===== config.mk =====
export PLATFORM = sky130hd
export DESIGN_NAME = dadda_mul_arb
export DESIGN_NICKNAME = d
export VERILOG_FILES = /design/src/rtl/dadda_mul_arb_pkg.sv /design/src/rtl/dadda_arb_pick.sv /design/src/rtl/dadda_mul_arb.sv
export SDC_FILE = /design/constraint.sdc
export NUM_CORES = 1
export LEC_CHECK = 0
export BUFFER_PORTS_ARGS = -buffer_cell sky130_fd_sc_hd__buf_2
export CORE_ASPECT_RATIO = 1.4
export CORE_UTILIZATION = 40
export DETAILED_ROUTE_END_ITERATION = 8
export GPL_TIMING_DRIVEN = 0
export PLACE_DENSITY_LB_ADDON = 0.08
export SKIP_LAST_GASP = 1
export SYNTH_ARGS = -nofsm -noshare
export SYNTH_HDL_FRONTEND = slang
export SYNTH_SLANG_ARGS = --single-unit

===== constraint.sdc =====
create_clock -name clk -period 1.7 [get_ports clk]
set_input_delay 0.17 -clock clk [delete_from_list [all_inputs] [get_ports clk]]
set_output_delay 0.17 -clock clk [all_outputs]
set_load 0.02 [all_outputs]

===== src/rtl/dadda_mul_arb_pkg.sv =====
// Shared types and widths for the multiplier-sharing arbiter.
package dadda_mul_arb_pkg;

  localparam int OP_W   = 8;
  localparam int PROD_W = 16;
  localparam int CNT_W  = 4;
  localparam int ID_W   = 3;

  typedef enum logic [1:0] {
    IDLE = 2'd0,
    WAIT = 2'd1,
    RESP = 2'd2
  } state_t;

  function automatic logic [ID_W-1:0] onehot_to_idx(input logic [7:0] oh);
    logic [ID_W-1:0] idx;
    idx = '0;
    for (int i = 0; i < 8; i++) begin
      if (oh[i]) idx = idx | ID_W'(i);
    end
    return idx;
  endfunction

endpackage


===== src/rtl/dadda_arb_pick.sv =====
// Winner selection: first valid requester searching upward from pointer (wrapping).
module dadda_arb_pick
  import dadda_mul_arb_pkg::*;
#(
  parameter int NREQ = 4
) (
  input  logic [NREQ-1:0] req_valid,
  input  logic [ID_W-1:0] pointer,
  output logic [NREQ-1:0] grant
);

  logic w_found;

  always_comb begin
    grant   = '0;
    w_found = 1'b0;
    for (int k = 0; k < NREQ; k++) begin
      for (int i = 0; i < NREQ; i++) begin
        if (!w_found && req_valid[i] && (((int'(pointer) + k) % NREQ) == i)) begin
          grant[i] = 1'b1;
          w_found  = 1'b1;
        end
      end
    end
  end

endmodule


===== src/rtl/dadda_mul_arb.sv =====
// Shares one external 8x8 Dadda multiplier among NREQ requesters.
// Define DADDA_MUL_ARB_RR_EN for round-robin arbitration; default is fixed priority (index 0 wins).
//
//   state | meaning
//   IDLE  | waiting for a request; grant is combinational
//   WAIT  | operands applied, counting down multiplier settle cycles
//   RESP  | product held on rsp_data until the consumer takes it
module dadda_mul_arb
  import dadda_mul_arb_pkg::*;
#(
  parameter int NREQ     = 4,
  parameter int WAIT_CYC = 2
) (
  input  logic                   clk,
  input  logic                   rst,
  input  logic [NREQ-1:0]        req_valid,
  input  logic [OP_W*NREQ-1:0]   req_a,
  input  logic [OP_W*NREQ-1:0]   req_b,
  output logic [NREQ-1:0]        req_ready,
  output logic [OP_W-1:0]        mul_a,
  output logic [OP_W-1:0]        mul_b,
  input  logic [PROD_W-1:0]      mul_result,
  output logic                   rsp_valid,
  output logic [ID_W-1:0]        rsp_id,
  output logic [PROD_W-1:0]      rsp_data,
  input  logic                   rsp_ready
);

  state_t              r_state;
  logic [CNT_W-1:0]    r_cnt;
  logic [OP_W-1:0]     r_mul_a;
  logic [OP_W-1:0]     r_mul_b;
  logic                r_rsp_valid;
  logic [ID_W-1:0]     r_rsp_id;
  logic [PROD_W-1:0]   r_rsp_data;

  logic [NREQ-1:0]     w_grant;
  logic [ID_W-1:0]     w_ptr;
  logic [ID_W-1:0]     w_win_idx;
  logic [OP_W-1:0]     w_win_a;
  logic [OP_W-1:0]     w_win_b;
  logic                w_accept;

`ifdef DADDA_MUL_ARB_RR_EN
  logic [ID_W-1:0]     r_ptr;
  logic [ID_W-1:0]     w_ptr_next;

  // r_ptr holds the first index to search, i.e. last winner + 1 (mod NREQ)
  assign w_ptr      = r_ptr;
  assign w_ptr_next = (w_win_idx == ID_W'(NREQ - 1)) ? '0 : w_win_idx + 1'b1;

  always_ff @(posedge clk or posedge rst) begin
    if (rst) begin
      r_ptr <= '0;
    end else if (w_accept) begin
      r_ptr <= w_ptr_next;
    end
  end
`else
  assign w_ptr = '0;
`endif

  dadda_arb_pick #(
    .NREQ (NREQ)
  ) u_pick (
    .req_valid (req_valid),
    .pointer   (w_ptr),
    .grant     (w_grant)
  );

  assign w_win_idx = onehot_to_idx(8'(w_grant));
  assign w_accept  = (r_state == IDLE) && (|req_valid);

  always_comb begin
    w_win_a = '0;
    w_win_b = '0;
    for (int i = 0; i < NREQ; i++) begin
      if (w_grant[i]) begin
        w_win_a = w_win_a | req_a[OP_W*i +: OP_W];
        w_win_b = w_win_b | req_b[OP_W*i +: OP_W];
      end
    end
  end

  assign req_ready = (r_state == IDLE) ? w_grant : '0;

  always_ff @(posedge clk or posedge rst) begin
    if (rst) begin
      r_state     <= IDLE;
      r_cnt       <= '0;
      r_mul_a     <= '0;
      r_mul_b     <= '0;
      r_rsp_valid <= 1'b0;
      r_rsp_id    <= '0;
      r_rsp_data  <= '0;
    end else begin
      case (r_state)
        IDLE: begin
          if (w_accept) begin
            r_mul_a  <= w_win_a;
            r_mul_b  <= w_win_b;
            r_rsp_id <= w_win_idx;
            r_cnt    <= CNT_W'(WAIT_CYC - 1);
            r_state  <= WAIT;
          end
        end
        WAIT: begin
          if (r_cnt != '0) begin
            r_cnt <= r_cnt - 1'b1;
          end else begin
            r_rsp_data  <= mul_result;
            r_rsp_valid <= 1'b1;
            r_state     <= RESP;
          end
        end
        RESP: begin
          // Returning to IDLE here means no grant can coincide with the handshake edge
          if (rsp_ready) begin
            r_rsp_valid <= 1'b0;
            r_state     <= IDLE;
          end
        end
        default: begin
          r_state     <= IDLE;
          r_rsp_valid <= 1'b0;
        end
      endcase
    end
  end

  assign mul_a     = r_mul_a;
  assign mul_b     = r_mul_b;
  assign rsp_valid = r_rsp_valid;
  assign rsp_id    = r_rsp_id;
  assign rsp_data  = r_rsp_data;

endmodule


==> Yosys cells after proc, flatten, opt, wreduce, memory -nomap -nowiden <==
Index checks and enable logic that the tools add are counted.
{ "word_totals": {"output_inout_bits": 40, "reg_bits": 42, "elab_cells": 66, "input_bits": 87} }
{ "classes": {"n_mux": 28, "bitwise": 8, "eq_ne": 6, "n_reduce_logical": 16, "n_addsub": 1} }
{ "ops": {"columns": ["operator", "n"], "rows": [
  ["two-way mux 8 bit", 8],
  ["OR 8 bit", 6],
  ["two-way mux 4 bit", 3],
  ["two-way mux 2 bit", 5],
  ["two-way mux 1 bit", 9],
  ["AND reduction 3 bit", 3],
  ["inequality test 2 bit (second input constant)", 4],
  ["one-hot mux 4 bit (2 select lines)", 1],
  ["one-hot mux 2 bit (3 select lines)", 1],
  ["logical AND 1 bit", 4],
  ["AND reduction 2 bit", 2],
  ["nonzero test 4 bit", 1],
  ["OR reduction 4 bit", 1],
  ["subtractor 4 x 1 -> 4 bit (second input constant)", 1],
  ["zero test 1 bit", 3],
  ["one-hot mux 1 bit (3 select lines)", 1],
  ["equality test 2 x 1 -> 1 bit (second input constant)", 1],
  ["equality test 2 bit (second input constant)", 1],
  ["zero test 2 bit", 1],
  ["NOT 1 bit", 2],
  ["nonzero test 2 bit", 1]
]} }

==> Depth between registers and ports, before layout <==
{ "logic_depth": {"depth_word": 11, "ltp_mapped": 6, "ltp_nobuf": 5} }

==> Hierarchy <==
From an unflattened synthesis, not the netlist that was laid out.
{ "hier_totals": {"hier_cells": 198, "area_unflattened_um2": 2095.8} }
{ "modules_own_cells": {"columns": ["mod", "area_each_um2", "cells_each", "seq_area_each_um2", "instances"], "rows": [
  ["dadda_mul_arb", 1993.2, 181, 1026.0, 1],
  ["dadda_arb_pick", 102.6, 17, 0.0, 1]
]} }

==> Worst setup path after synthesis <==
Ideal clock, no wire load.
{ "synth_timing": {"path_kind": "register -> register", "start": "register r_cnt[0]", "end": "register r_rsp_data[0], in the netlist rsp_data[0]", "stages_incl_launch_ff": 7, "period_less_slack_ns": 1.795, "setup_time_ns": 0.125, "path_buffers": 1, "t_required_ns": 1.575, "arrival_time_ns": 1.671, "path_slack_ns": -0.095, "cell_sequence": "dfrtp_1 -> inv_1 -> ha_1 -> nor3b_1 -> nand2_2 -> buf_2 -> mux2_2"} }
{ "synth_between": {"elab_chain_len": 3} }
{ "synth_rtl": {"columns": ["element", "line_no", "text"], "rows": [
  ["start: declaration", "dadda_mul_arb.sv:30", "logic [CNT_W-1:0] r_cnt;"],
  ["start signal: assignment", "dadda_mul_arb.sv:103", "r_cnt <= CNT_W'(WAIT_CYC - 1);"],
  ["start signal: assignment", "dadda_mul_arb.sv:109", "r_cnt <= r_cnt - 1'b1;"],
  ["nonzero test 4 bit", "dadda_mul_arb.sv:108", "if (r_cnt != '0) begin"],
  ["NOT 1 bit (no source line)", null, null],
  ["AND reduction 2 bit (no source line)", null, null],
  ["end signal: assignment", "dadda_mul_arb.sv:111", "r_rsp_data <= mul_result;"],
  ["end: declaration", "dadda_mul_arb.sv:35", "logic [PROD_W-1:0] r_rsp_data;"]
]} }
Every way passes these cells.
A chain may end at the register's enable or synchronous reset.

==> Worst setup path in the final report <==
{ "layout_timing": {"start": "register r_state[0]", "end": "output port req_ready[0]"} }
{ "layout_between": {"elab_chain_len": 2} }
{ "layout_rtl": {"columns": ["element", "line_no", "text"], "rows": [
  ["start: declaration", "dadda_mul_arb.sv:29", "state_t r_state;"],
  ["start signal: assignment", "dadda_mul_arb.sv:89", "r_state <= IDLE;"],
  ["start signal: assignment", "dadda_mul_arb.sv:104", "r_state <= WAIT;"],
  ["start signal: assignment", "dadda_mul_arb.sv:113", "r_state <= RESP;"],
  ["zero test 2 bit", "dadda_mul_arb.sv:85", "assign req_ready = (r_state == IDLE) ? w_grant : '0;"],
  ["two-way mux 4 bit", "dadda_mul_arb.sv:85", null],
  ["end: declaration", "dadda_mul_arb.sv:19", "output logic [NREQ-1:0] req_ready,"]
]} }
Every way passes these cells.

==> results.tsv <==
stage	metric	value	unit
die	placement row count	31	
synth	yosys warns	0	
pwr	part of the power in registers	34.6	%
synth	Mapped Cells	233	
status	status	complete, no violations	
worst_setup_path	crit-path cells	nor2_4, clkbuf_4, nand2_1, inv_1, buf_2	
drt	post-route ant nets	0	
synth	Synth Net Count	321	
drt	wire per inst	13.0	µm
timing	setup repair after global routing missed its margin	yes	
global_route	grt ovf	0	
placement	DP HPWL	4290	µm
pwr	clock share of power	11.8	%
die	die outline area	5860	µm²
worst_setup_path	CP max FO	10	
worst_setup_path	CP endpoint kind	output port	
synth	ys flop type	dfrtp_1	
pwr	net switching power	2120	µW
synth	Synth Register Bits	41	
timing	max-slew violation count	0	
timing	crit path time final	1.62	ns
clock_tree	CTS tree	yes	
timing	Final Skew	0.00357	ns
synth	main area contributors after synthesis	dfrtp_1 (46%), mux2_2 (9.1%), a21oi_1 (7.9%)	
global_route	first-pass GRT wire length	9010	µm
clock_tree	total CTS buffers	5	
clock_tree	later-pin clock latency in the skew report	0.28	ns
pwr	Leak	0.00156	µW
worst_setup_path	worst reg2reg path depth	6	
placement	Port Buffers	125	
layout	Layout area overhead	40.8	%
timing	Peak Freq	616	MHz
worst_setup_path	crit path kind	flop to output port	
layout	layout cells sized above 1	47.6	%
pwr	Comb pwr share	53.7	%
global_route	pin count of the biggest net entering global routing	42	
synth	Synth area leader	dfrtp_1	
timing	post-route clock period utilization	95.5	%
drt	number of remaining DRC errors	0	
die	num ports	127	
timing	Slew @ Worst Pin	0.812	ns
drt	First-pass DRT Iterations	4	
synth	Yosys cell types	33	
pwr	VDD IR-drop max	0.464	mV
worst_setup_path	Critical Path Start Type	flop	
die	Die Y	90.2	µm
die	Starting Density	42.1	%
worst_setup_path	worst path arrival time	1.45	ns
global_route	Tot GR Track Use	19.7	%
synth	Avg Inst Size Synth	9.54	µm²
placement	pre-CTS setup slack	-0.269	ns
drt	Vias	2204	
global_route	initial antenna violation count	0	
layout	Final nets	457	
drt	DRT iter0 DRCs	83	
die	Die X-Extent	65.0	µm
pwr	Net Sw Frac	41.8	%
worst_setup_path	Crit-path slowest cell	dfrtp_1	
clock_tree	hold_buf cts	0	
clock_tree	clk sinks	41	
layout	most frequent cells in the layout	buf_2 (126), dfrtp_1 (40), a21oi_1 (35)	
synth	asr flop ratio synth	100	%
placement	routability cong.	0.755	
synth	mapped cell area	2220	µm²
synth	register area share after synthesis	46.1	%
drt	Total Wirelength	5680	µm
layout	n_diodes	0	
timing	Fin. Hold Viols	0	
die	core box area	5280	µm²
timing	WHS	0.0399	ns
clock_tree	Root Buffer	clkbuf_8	
layout	Final Util	59.3	%
pwr	total power	5080	µW
layout	# fillers	492	
drt	Via density	5.06	
synth	Post-synth EDFFs	0	
worst_hold_path	worst hold path type	input port to async pin	
clock_tree	Reg clk slew, reported paths	0.07	ns
clock_tree	clock buffer depth	2	
layout	most common cell after layout, fill and taps aside	buf_2	
job	max-cap check violation count	0	
synth	post-synth top area share	46.1	%
timing	final worst setup slack	0.0765	ns
worst_setup_path	WP data required	1.53	ns
layout	post-route cell area	3130	µm²
pwr	internal power	2960	µW
pwr	Power Dens Cells	1620	nW/µm²
timing	Setup violations, final	0	
timing	Slew headroom	45.8	%
worst_setup_path	max incr delay on CP	0.43	ns
global_route	vias in the first global route	1977	
placement	placed cell area	2940	µm²
clock_tree	CTS H-tree lvls	2	
## cell type report
type,count,area [µm²],share of cell area (%)
Buffer,18,97.6,3.12
Timing Repair Buffer,130,666,21.3
Clock inverter,2,10.0,0.320
Tap cell,66,82.6,2.64
Sequential cell,41,1030,32.8
Clock buffer,6,72.6,2.32
Multi-Input combinational cell,152,1100,35.0
Inverter,21,78.8,2.52
## synthesized netlist by cell type, types with 2 or more instances
cell type / instances
a22o_1: 17
nand2_1: 18
dfrtp_1: 41
a21oi_1: 35
inv_1: 21
mux2_2: 18
nand2b_1: 2
nor3b_1: 2
and2_1: 2
buf_2: 3
a31oi_1: 16
nand3b_1: 16
or4_1: 2
clkbuf_1: 12
o21ai_0: 4
nor2_1: 6
buf_6: 2
## cells by family (layout without fill, tap and decap cells)
logic type                 Yosys count  after routing  synth area share, %
buffers and inverters               40            177                 7.77
adders and majority gates            1              1                0.563
muxes                               18             18                 9.12
DFF                                 41             41                 46.1
and+or+nand+nor                     55             55                 14.3
other                                1              1                0.169
AOI/OAI and AO/OA                   77             77                 21.9
## state kept, by name, summed over array words and instances, names as in the netlist
signal and count:
mul_a 8, mul_b 8, r_cnt 4, r_state 2
rsp_data 16, rsp_id 2, rsp_valid 1
## routing by layer
layer / track usage [%] / share of wire, %
met5: 0 / 0
met4: 9.24 / 2.6
met3: 4.70 / 5.9
met2: 32.2 / 49
met1: 23.9 / 42
## metrics by stage
step	std cells	setup TNS, ns
after detailed placement	424	-3.17
final	436	0
after floorplan	233	0
after global routing	436	-0.0899
after global placement	424	-3.00
after CTS	433	-0.0804
## worst max-delay path: cells and delay by family (launching register included)
kind	cells	cell delay [ns]
simple gates	2	0.28
flops	1	0.43
buf+inv	3	0.47
## path summary, 6_finish.rpt
kind,start,end,slack [ns]
max in group asynchronous,rst,r_state[1]$_DFFE_PP0P_,1.10
min in group clk,rsp_ready,r_state[1]$_DFFE_PP0P_,0.09
worst min-delay path,rst,mul_b[2]$_DFFE_PP0P_,0.04
worst min register to register,rsp_id[1]$_DFFE_PP0P_,rsp_id[1]$_DFFE_PP0P_,0.49
worst max-delay path,r_state[0]$_DFFE_PP0P_,req_ready[0],0.08
worst max register to register,r_cnt[1]$_DFFE_PP0P_,r_cnt[1]$_DFFE_PP0P_,0.10
## power by group through the flow
stage	logic [µW]	clock network [µW]	registers [µW]
global placement	2530	0	1730
finish	2720	599	1750
floorplan	1230	0	2260
detailed placement	2560	0	1760
global route	2970	665	1820
CTS	2670	627	1750
## what timing repair did
item                                    4_1_cts  5_1_grt
cloned                                        0        0
pin swaps                                     0        1
endpoints found under the setup margin       13       23
setup buffers                                 2        3
gates resized for setup                      10       10
(Power assumes the default switching activity.)
